`src/rtl/uart_svc_pkg.sv`:
```
// uart_svc_pkg: state encodings and default terminator for the UART test services.
package uart_svc_pkg;
    typedef enum logic [2:0] {R_IDLE, R_LISTEN, R_PEND, R_WAIT, R_DONE} rep_state_t;
    typedef enum logic [2:0] {C_IDLE, C_GETN, C_SEND, C_WAIT, C_DONE} cnt_state_t;
    localparam logic [7:0] TERM_BYTE_DEFAULT = 8'h00;
endpackage

```
`src/rtl/uart_test_services_tx_byte_sender.sv`:
```
// tx_byte_sender: one-byte transmit handshake shared by the replayer and counter FSMs.
module tx_byte_sender (
    input  logic i_pend,
    input  logic i_wait,
    input  logic i_tx_active,
    input  logic i_tx_done,
    output logic o_start,
    output logic o_finish
);
    // Start is combinational so a pending byte goes out in the very cycle the UART frees up.
    assign o_start  = i_pend & ~i_tx_active;
    assign o_finish = i_wait & i_tx_done;
endmodule

```
`src/rtl/uart_test_services.sv`:
```
// uart_test_services: fake ADC, byte replayer and counter-reply sharing one UART transmitter.
module uart_test_services
    import uart_svc_pkg::*;
#(
    parameter logic [7:0] TERM_BYTE = TERM_BYTE_DEFAULT
) (
    input  logic       clk,
    input  logic       reset,
    input  logic       adc_step,
    output logic [7:0] adc_data,
    input  logic       rx_ready,
    input  logic [7:0] rx_data,
    input  logic       tx_active,
    input  logic       tx_done,
    output logic [7:0] tx_data,
    output logic       tx_start,
    input  logic       rep_activate,
    input  logic       cnt_activate,
    output logic       rep_done,
    output logic       cnt_done
);
    rep_state_t r_rstate;
    cnt_state_t r_cstate;
    logic [7:0] r_adc, r_rbyte, r_n, r_idx, r_tx_last;
    logic       w_rstart, w_rfin, w_cstart, w_cfin, w_cnt_on;
    logic [7:0] w_idx_nxt;

    // The replayer owns tx whenever it is enabled, so the counter is held idle meanwhile.
    assign w_cnt_on  = cnt_activate & ~rep_activate;
    assign w_idx_nxt = r_idx + 8'd1;

    tx_byte_sender u_rep_tx (
        .i_pend(r_rstate == R_PEND), .i_wait(r_rstate == R_WAIT),
        .i_tx_active(tx_active), .i_tx_done(tx_done),
        .o_start(w_rstart), .o_finish(w_rfin)
    );

    tx_byte_sender u_cnt_tx (
        .i_pend(r_cstate == C_SEND), .i_wait(r_cstate == C_WAIT),
        .i_tx_active(tx_active), .i_tx_done(tx_done),
        .o_start(w_cstart), .o_finish(w_cfin)
    );

    always_ff @(posedge clk or negedge reset) begin
        if (!reset) begin
            r_rstate <= R_IDLE;
            r_rbyte  <= '0;
        end else if (!rep_activate) begin
            r_rstate <= R_IDLE;
            r_rbyte  <= '0;
        end else begin
            case (r_rstate)
                R_IDLE:   r_rstate <= R_LISTEN;
                R_LISTEN: if (rx_ready) begin
                    r_rstate <= (rx_data == TERM_BYTE) ? R_DONE : R_PEND;
                    if (rx_data != TERM_BYTE) r_rbyte <= rx_data;
                end
                R_PEND:   if (w_rstart) r_rstate <= R_WAIT;
                R_WAIT:   if (w_rfin) r_rstate <= R_LISTEN;
                default:  r_rstate <= r_rstate;
            endcase
        end
    end

    always_ff @(posedge clk or negedge reset) begin
        if (!reset) begin
            r_cstate <= C_IDLE;
            r_n      <= '0;
            r_idx    <= '0;
        end else if (!w_cnt_on) begin
            r_cstate <= C_IDLE;
            r_n      <= '0;
            r_idx    <= '0;
        end else begin
            case (r_cstate)
                C_IDLE:  r_cstate <= C_GETN;
                C_GETN:  if (rx_ready) begin
                    r_n      <= rx_data;
                    r_idx    <= '0;
                    r_cstate <= (rx_data == 8'd0) ? C_DONE : C_SEND;
                end
                C_SEND:  if (w_cstart) r_cstate <= C_WAIT;
                C_WAIT:  if (w_cfin) begin
                    r_idx    <= w_idx_nxt;
                    r_cstate <= (w_idx_nxt == r_n) ? C_DONE : C_SEND;
                end
                default: r_cstate <= r_cstate;
            endcase
        end
    end

    always_ff @(posedge clk or negedge reset) begin
        if (!reset) begin
            r_adc     <= '0;
            r_tx_last <= '0;
        end else begin
            if (adc_step) r_adc <= r_adc + 8'd1;
            r_tx_last <= tx_data;
        end
    end

    assign adc_data = r_adc;
    assign tx_start = rep_activate ? w_rstart : (w_cnt_on & w_cstart);
    assign tx_data  = rep_activate ? r_rbyte : cnt_activate ? r_idx : r_tx_last;
    assign rep_done = (r_rstate == R_DONE);
    assign cnt_done = (r_cstate == C_DONE);
endmodule

```
`config.mk`:
```
export PLATFORM = sky130hd
export DESIGN_NAME = uart_test_services
export DESIGN_NICKNAME = d
export VERILOG_FILES = /design/src/rtl/uart_svc_pkg.sv /design/src/rtl/uart_test_services_tx_byte_sender.sv /design/src/rtl/uart_test_services.sv
export SDC_FILE = /design/constraint.sdc
export NUM_CORES = 1
export LEC_CHECK = 0
export BUFFER_PORTS_ARGS = -buffer_cell sky130_fd_sc_hd__buf_2
export CORE_MARGIN = 5
export CORE_UTILIZATION = 61
export DETAILED_ROUTE_END_ITERATION = 16
export GPL_TIMING_DRIVEN = 0
export PLACE_DENSITY = 0.83
export RECOVER_POWER = 50
export SLEW_MARGIN = 10
export SYNTH_ARGS = -nofsm -noshare
export SYNTH_HDL_FRONTEND = slang
export SYNTH_SLANG_ARGS = --single-unit
```
`constraint.sdc`:
```
create_clock -name clk -period 3.35 [get_ports clk]
set_clock_uncertainty 0.15 [all_clocks]
set_input_delay 0.1675 -clock clk [delete_from_list [all_inputs] [get_ports clk]]
set_output_delay 0.1675 -clock clk [all_outputs]
set_load 0.02 [all_outputs]
```
After elaboration in Yosys (flattened, before gate mapping)

Index checks and enable logic that the tools add are counted.

Bitwise logic cells: 8
Add/subtract/negate cells: 2
Mux-type cells: 25
Reductions and logical operators: 9
Eq/ne operators: 23

Operators with widths:

| operator              | count |
|---|---|
| $mux W8               | 12 |
| $mux W3               | 9 |
| $pmux W3 S4           | 2 |
| $ne A3 B3 Y1 const B  | 6 |
| $add A8 B1 Y8 const B | 2 |
| $pmux W8 S2           | 1 |
| $eq A3 B2 Y1 const B  | 4 |
| $ne A5 B1 Y1 const B  | 2 |
| $eq A8 B8 Y1          | 1 |
| $logic_not A8 Y1      | 1 |
| $reduce_and A4 Y1     | 2 |
| $reduce_bool A8 Y1    | 1 |
| $and A1 B1 Y1         | 6 |
| $eq A3 B1 Y1 const B  | 2 |
| $eq A3 B3 Y1 const B  | 2 |
| $logic_not A3 Y1      | 2 |
| $ne A2 B1 Y1 const B  | 3 |
| $reduce_and A3 Y1     | 2 |
| $ne A2 B2 Y1 const B  | 2 |
| $ne A3 B1 Y1 const B  | 1 |
| $not A1 Y1            | 2 |
| $reduce_and A2 Y1     | 1 |
| $mux W1               | 1 |

Output and inout port bits: 19
Word-level logic and storage cells: 74
Input bits: 16
Flip-flop bits (word level): 46

Logic depth before layout (Yosys ltp)

Gate-level depths: netlist of the first run.

Depth after elaboration: 6
Depth in mapped cells: 8
Mapped depth without buffers: 7

Cells and area by module

A second synthesis of the first run with hierarchy kept.

Cell total of the unflattened synthesis: 244
Area total of the unflattened synthesis: 2417.3 µm²

By module, submodules not included:

| module             | times used | sequential area each (µm²) | area an instance (µm²) | cells an instance |
|---|---|---|---|---|
| uart_test_services | 1          | 1151.1                     | 2377.3                 | 240 |
| tx_byte_sender     | 2          | 0.0                        | 20.0                   | 2 |

Least setup slack after synthesis of the first run

Ideal clock, no wire load.

Kind: reg2reg
Start point: register r_idx[1]
End point: register r_cstate[2]
Path buffers: 0
Arrival: 1.889 ns
Clock period less this slack: 2.117 ns
Stages on the path, launching flop included: 8
Slack: 1.233 ns
Required time: 3.122 ns
Setup time: 0.078 ns
Path through: dfrtp_1 > ha_1 > nand3_1 > and2_1 > nor3_1 > nor3_1 > or4b_1 > a21oi_1

Word-level cells in the longest chain between the ends: 6

RTL lines:

| what                   | RTL line                 | RTL |
|---|---|---|
| from (decl)            | uart_test_services.sv:24 | `logic [7:0] r_adc, r_rbyte, r_n, r_idx, r_tx_last;` |
| from (signal assigned) | uart_test_services.sv:84 | `r_idx <= w_idx_nxt;` |
| $add A8 B1 Y8          | uart_test_services.sv:30 | `assign w_idx_nxt = r_idx + 8'd1;` |
| $eq A8 B8 Y1           | uart_test_services.sv:85 | `r_cstate <= (w_idx_nxt == r_n) ? C_DONE : C_SEND;` |
| $mux W3                | uart_test_services.sv:85 |  |
| $mux W3                | uart_test_services.sv:83 | `C_WAIT: if (w_cfin) begin` |
| $pmux W3 S4            | uart_test_services.sv:75 | `case (r_cstate)` |
| $mux W3                | uart_test_services.sv:70 | `end else if (!w_cnt_on) begin` |
| to (signal assigned)   | uart_test_services.sv:80 | `r_cstate <= (rx_data == 8'd0) ? C_DONE : C_SEND;` |
| to (signal assigned)   | uart_test_services.sv:85 |  |
| to (signal assigned)   | uart_test_services.sv:87 | `default: r_cstate <= r_cstate;` |
| to (decl)              | uart_test_services.sv:23 | `cnt_state_t r_cstate;` |

No other way between the ends. The select of a mux whose other input is x is not followed.
A chain may end at the register's enable or synchronous reset.

Worst setup path after layout of the first run

Same ends and word-level chain as after synthesis.

==> out/qor.txt, run 1 <==
Drt total wl: 5290 µm
Commonest non-fill, non-tap cells in the layout: dfrtp_1 (46), nand2_1 (37), buf_2 (25), clkbuf_1 (19)
Synth Area in Compound Gates: 0.136
Min Tclk post-route: 2480 ps
Peak Freq: 0.403 GHz
WP data required: 3420 ps
ANT cells: 0
Post-DP HPWL: 3780 µm
Multiplexer share of the synthesized area: 0.0813
Area contributors post-synth: dfrtp_1 (49%), mux2i_1 (7.2%), nand2_1 (5.9%)
Ys async rst share: 1.00
Critical Path Start: r_idx[1]
Largest family of logic cells by synthesized area: simple AND/OR/NAND/NOR gates
Clk_lat worst skew: 300 ps
Clock transition at path regs: 80 ps
Die W: 72.3 µm
Critical Path Fanout Max: 8
P_leak: 1.23 nW
Worst Hold Path EP: r_cstate[1]
Reg2reg start: r_idx[1]
Hold path start: rx_ready
Hold Crit Class: input port to flop
RR Endpoint: r_cstate[2]
EDFF count, synth: 0
Hold Path Depth: 3
Syn nets: 264
Avg Cell Area, Syn: 9.64 µm²
Post-Synth Simple-Gate Area: 0.206
Most common cell after layout, fill and taps aside: dfrtp_1
Detail Route Antenna Nets: 0
Synth Area in XOR/XNOR: 0.0517
Status: completed
Synth area leader: dfrtp_1
Post-synthesis sequential area ratio: 0.485
Post-Syn Area: 0.00237 mm²
PwrDens: 452 mW/mm²
Hold Buf Count CTS: 10
Area of the multi-input gates: 0.00115 mm²
# DRC: 0
Final setup violation count: 0
Clock sink count: 46
Yosys warning count: 0
#FFs+latches synth: 46
IO buf count: 33
Peak supply drop: 0.505 mV
CTS root buffer: clkbuf_8
Maximum clock path buffer count: 2
Initial antenna violation count: 0
Tot GR Track Use: 0.225
Setup total negative slack: 0 ps
Max Cap Violations: 0
RSZ-0062 raised after global routing: no
Layout area overhead: 17.0%
Row Count: 22
Resized cells post-CTS: 0
Share of layout cells above drive strength 1: 0.128
Max-slew violations: 0
Worst-margin pin slew: 980 ps
Hold Fails Final Rpt: 0
Die H: 72.3 µm
First-pass GRT wire length: 9220 µm
CTS tree: built
Post-synth top area share: 0.485
Via count: 2005
R2R Setup Slk: 870 ps
Period utilization: 0.740
Largest net degree at the start of global routing: 47
Vias in the first global route: 1925
First drt pass iteration count: 4
Core Region: 0.00372 mm²
Dominant synthesized flop cell: dfrtp_1
Cells after synthesis: 246
Nets: 314
Fill cells: 295
Power Total: 1.25 mW
Slew HR: 0.347
Initial Utilization: 0.638
Initial drt markers: 211
Post-CTS Repair Setup Buffers: 0
H-tree levels: 2
Reg area: 0.00115 mm²
Adder and majority gate portion of the synthesized area: 0.0106
Critical Path Sink Type: flop
Post-synth cell types: 44
Cts bufs inserted: 5
Grt ovf: 0
Routability cong.: 0.806
Vias/cell: 5.81
Startpoint Class: flop
Worst EP arrival: 2550 ps
Wire per inst: 15.3 µm
Die Footprint: 0.00523 mm²
Crit path kind: flop to flop
Reg2Reg Depth: 7
I/O pin cnt: 35
## synth_stat cells (2+ instances only)
cell      number
o41ai_1        3
nor2b_1       14
a31oi_1        3
a211oi_1       2
nand2_1       37
mux2_2         2
mux2i_1       17
nor3_1         7
xor2_1         5
and3_1         2
or4_1          2
nand2b_1       4
clkbuf_1       8
o21ai_0       17
nor2_1        14
nand3_1        5
ha_1           2
o31ai_1        3
xnor2_1        9
a21oi_1       13
nand4_1        4
inv_1          4
dfrtp_1       46
nor4_1         2
buf_2          2
## through the flow
step,worst slack (ps),util,hold slack (ps),std cells,cell area (µm²)
global route,655,0.747,93.5,345,2780
floorplan,1230,-,-278,246,2370
CTS,868,0.750,70.1,345,2790
detailed placement,887,0.699,230,327,2600
global placement,934,0.699,229,327,2600
finish,871,0.747,76.0,345,2780
## power breakdown
part | total [mW] | leakage, nW | switching, mW | internal [mW]
clock network | 0.346 | 0.0482 | 0.179 | 0.167
logic | 0.246 | 0.555 | 0.151 | 0.0956
registers | 0.663 | 0.623 | 0.0560 | 0.607
## cells by family (layout without fill, tap and decap cells)
group	Yosys count	in the layout
and+or+nand+nor	98	98
xor gates and xnor gates	14	14
muxes	19	19
DFF	46	46
buffers and inverters	16	67
adders and majority gates	2	2
AOI/OAI and AO/OA	51	51
## final cells by class
class                   instances  area share
clock inverters                 1     0.00180
plain buffers                  12      0.0198
flip-flops and latches         46       0.415
well taps                      48      0.0216
clock buffers                   7      0.0311
repair buffers                 43      0.0911
inverters                       4     0.00541
multi-input cells             184       0.414
## critical path: stages, from the launching register on
cell and delay (ps):
dfrtp_1 500, ha_1 300, nand3_1 230, and2_1 250, nor3_1 190, nor3_1 90, or4b_1 530, a21oi_1 160
## metal layers
metal  global-route usage  vias to the layer above  part of all wire  wire length (µm)
li1                     -                      975                 -                 -
met1                0.304                      957              0.44              2330
met2                0.355                       60              0.47              2510
met3               0.0485                       13             0.062               327
met4               0.0814                        0             0.024               129
met5                    0                        -                 0                 0
## how the worst max path moves through the flow
stage,endpoint,cells after the start
2_1_floorplan,r_cstate[2],7
3_3_place_gp,r_cstate[2],7
3_5_place_dp,r_cstate[2],7
4_1_cts,r_cstate[2],7
5_1_grt,r_cstate[2],7
6_report,r_cstate[2],7
## sequential cells by signal (all words and copies together), names as in the netlist
name	count
r_idx	8
r_tx_last	8
r_n	8
r_rstate	3
adc_data	8
r_rbyte	8
r_cstate	3
(Power assumes the default switching activity.)
==> run 2: changes to the inputs <==
--- a/config.mk
+++ b/config.mk
@@ -7,10 +7,10 @@
 export LEC_CHECK = 0
 export BUFFER_PORTS_ARGS = -buffer_cell sky130_fd_sc_hd__buf_2
 export CORE_MARGIN = 5
-export CORE_UTILIZATION = 61
+export CORE_UTILIZATION = 56
 export DETAILED_ROUTE_END_ITERATION = 16
 export GPL_TIMING_DRIVEN = 0
-export PLACE_DENSITY = 0.83
+export PLACE_DENSITY = 0.77
 export RECOVER_POWER = 50
 export SLEW_MARGIN = 10
 export SYNTH_ARGS = -nofsm -noshare
==> constraint.sdc (replaced) <==
create_clock -name clk -period 2.55 [get_ports clk]
set_clock_uncertainty 0.15 [all_clocks]
set_input_delay 0.1275 -clock clk [delete_from_list [all_inputs] [get_ports clk]]
set_output_delay 0.1275 -clock clk [all_outputs]
set_load 0.02 [all_outputs]
==> out/qor.txt, run 2 (synthesis results as in run 1) <==
# DRC: 0 (unchanged)
Worst Hold Path EP: r_cstate[1] (unchanged)
Tot GR Track Use: 0.211 (was 0.225)
Grt ovf: 0 (unchanged)
CP max stage cell: or4b_1 (unchanged)
Die Footprint: 0.00564 mm² (was 0.00523 mm²)
Final cell count without fillers: 347 (was 345)
Switching share of power: 0.305 (was 0.307)
Clock transition at path regs: 80 ps (about the same)
Final worst slack: 128 ps (was 871 ps)
Core Region: 0.00406 mm² (was 0.00372 mm²)
CTS tree: built (unchanged)
Detail Route Antenna Nets: 0 (unchanged)
Critical path's largest stage delay: 530 ps (about the same)
Max Cap Violations: 0 (unchanged)
Largest net degree at the start of global routing: 47 (unchanged)
RSZ-0062 raised after global routing: no (unchanged)
Vias in the first global route: 1927 (was 1925)
Post-CTS Repair Setup Buffers: 0 (unchanged)
Reg2reg start: r_idx[1] (unchanged)
Wire per inst: 15.5 µm (was 15.3 µm)
Worst EP arrival: 2490 ps (was 2550 ps)
Critical Path Fanout Max: 8 (unchanged)
Final instance area: 0.00278 mm² (about the same)
Post-DP HPWL: 3810 µm (was 3780 µm)
Row Count: 23 (was 22)
Cts bufs inserted: 5 (unchanged)
Initial antenna violation count: 0 (unchanged)
Via count: 1978 (was 2005)
P_leak: 1.22 nW (was 1.23 nW)
IO buf count: 33 (unchanged)
WP data required: 2610 ps (was 3420 ps)
Maximum clock path buffer count: 2 (unchanged)
Die W: 75.1 µm (was 72.3 µm)
Slew HR: 0.261 (was 0.347)
Hold path start: rx_ready (unchanged)
Nets: 314 (unchanged)
P_sw: 0.500 mW (was 0.386 mW)
Min Tclk post-route: 2420 ps (was 2480 ps)
Drt total wl: 5380 µm (was 5290 µm)
Initial drt markers: 111 (was 211)
Final setup violation count: 0 (unchanged)
Most common cell after layout, fill and taps aside: dfrtp_1 (unchanged)
First-pass GRT wire length: 9050 µm (was 9220 µm)
H-tree levels: 2 (unchanged)
Hold Fails Final Rpt: 0 (unchanged)
Critical Path Sink Type: flop (unchanged)
Reg2Reg Depth: 7 (unchanged)
Final core occ: 0.685 (was 0.747)
Area after DPL: 0.00260 mm² (about the same)
Max-slew violations: 0 (unchanged)
Hold Path Depth: 3 (unchanged)
Setup total negative slack: 0 ps (unchanged)
Clk_lat worst skew: 290 ps (was 300 ps)
R2R Setup Slk: 130 ps (was 870 ps)
Layout area overhead: 17.3% (was 17.0%)
First drt pass iteration count: 5 (was 4)
RR Endpoint: r_cstate[2] (unchanged)
Clock power frac: 0.275 (about the same)
Share of layout cells above drive strength 1: 0.128 (unchanged)
Comb power frac: 0.194 (was 0.196)
Commonest non-fill, non-tap cells in the layout: dfrtp_1 (46), nand2_1 (37), buf_2 (23), clkbuf_1 (20) (was dfrtp_1 (46), nand2_1 (37), buf_2 (25), clkbuf_1 (19))
Status: completed (unchanged)
Dpl ws: 97.9 ps (was 887 ps)
I/O pin cnt: 35 (unchanged)
Critical path, cell by cell: ha_1 -> nand3_2 -> and2_1 -> nor3_1 -> nor3_1 -> or4b_1 -> a21oi_1 (was ha_1 -> nand3_1 -> and2_1 -> nor3_1 -> nor3_1 -> or4b_1 -> a21oi_1)
Peak Freq: 0.413 GHz (was 0.403 GHz)
Sequential share of power: 0.531 (was 0.528)
ANT cells: 0 (unchanged)
Vias/cell: 5.70 (was 5.81)
Clock sink count: 46 (unchanged)
Pint: 1.14 mW (was 0.869 mW)
PwrDens: 590 mW/mm² (was 452 mW/mm²)
Placed Instances: 329 (was 327)
Startpoint Class: flop (unchanged)
Most used cell, CP: nor3_1 (unchanged)
Initial Utilization: 0.584 (was 0.638)
Peak supply drop: 0.517 mV (was 0.505 mV)
CTS root buffer: clkbuf_8 (unchanged)
Worst-margin pin slew: 1110 ps (was 980 ps)
Crit path kind: flop to flop (unchanged)
Routability cong.: 0.816 (was 0.806)
Period utilization: 0.950 (was 0.740)
Hold Crit Class: input port to flop (unchanged)
Die H: 75.1 µm (was 72.3 µm)
[run 2: cell types whose count changed in the layout (fill, tap and decap cells not counted), sizes merged]
cell and change:
clkbuf +2, buf -2
[run 2: routing by layer]
metal | up-vias | share of wire | GRT usage
met5 | - | 0 | 0
met2 | 47 | 0.49 | 0.341
met3 | 4 | 0.054 | 0.0481
li1 | 976 | - | -
met1 | 951 | 0.45 | 0.290
met4 | 0 | 0.0095 | 0.0514
[run 2: worst max-delay path by stage]
stage / endpoint / start / slack, ps
4_1_cts: r_cstate[2] / r_idx[1] / 90
5_1_grt: r_cstate[2] / r_idx[1] / 20
2_1_floorplan: r_cstate[2] / r_idx[1] / 430
6_report: r_cstate[2] / r_idx[1] / 130
3_3_place_gp: r_cstate[2] / r_idx[1] / 210
3_5_place_dp: r_cstate[2] / r_idx[1] / 100
[run 2: critical path, delay by kind of cell (launching register included)]
kind / cells / cell delay (ps)
AOI/OAI and AO/OA: 1 / 170
adders and majority gates: 1 / 310
DFF: 1 / 470
and+or+nand+nor: 5 / 1240
[run 2: power groups by stage]
stage	clock [mW]	sequential (mW)	combinational [mW]
after floorplan	0	0.936	0.143
after global placement	0	0.878	0.318
after detailed placement	0	0.882	0.323
after CTS	0.462	0.869	0.336
after global routing	0.495	0.885	0.353
final	0.451	0.871	0.318
[run 2: timing repair]
item                                    4_1_cts  5_1_grt
hold buffers                                 10        0
gates resized for setup                       0        1
endpoints found under the hold margin        59        0
endpoints found under the setup margin        0        2
[run 2: through the flow]
stage	power (mW)	hold slack, ps
3_5_place_dp	1.21	197
5_1_grt	1.73	59.3
6_report	1.64	52.1
4_1_cts	1.67	37.6
3_3_place_gp	1.20	201
2_1_floorplan	1.08	-318
[run 2: area by class of cell]
type	count	area [µm²]
buffer	12	53.8
clock buffer	7	86.3
clock inverter	1	5.00
fill	306	1280
inverter	4	15.0
multi-input combinational	184	1150
sequential	46	1150
tap	50	62.6
timing repair buffer	43	253
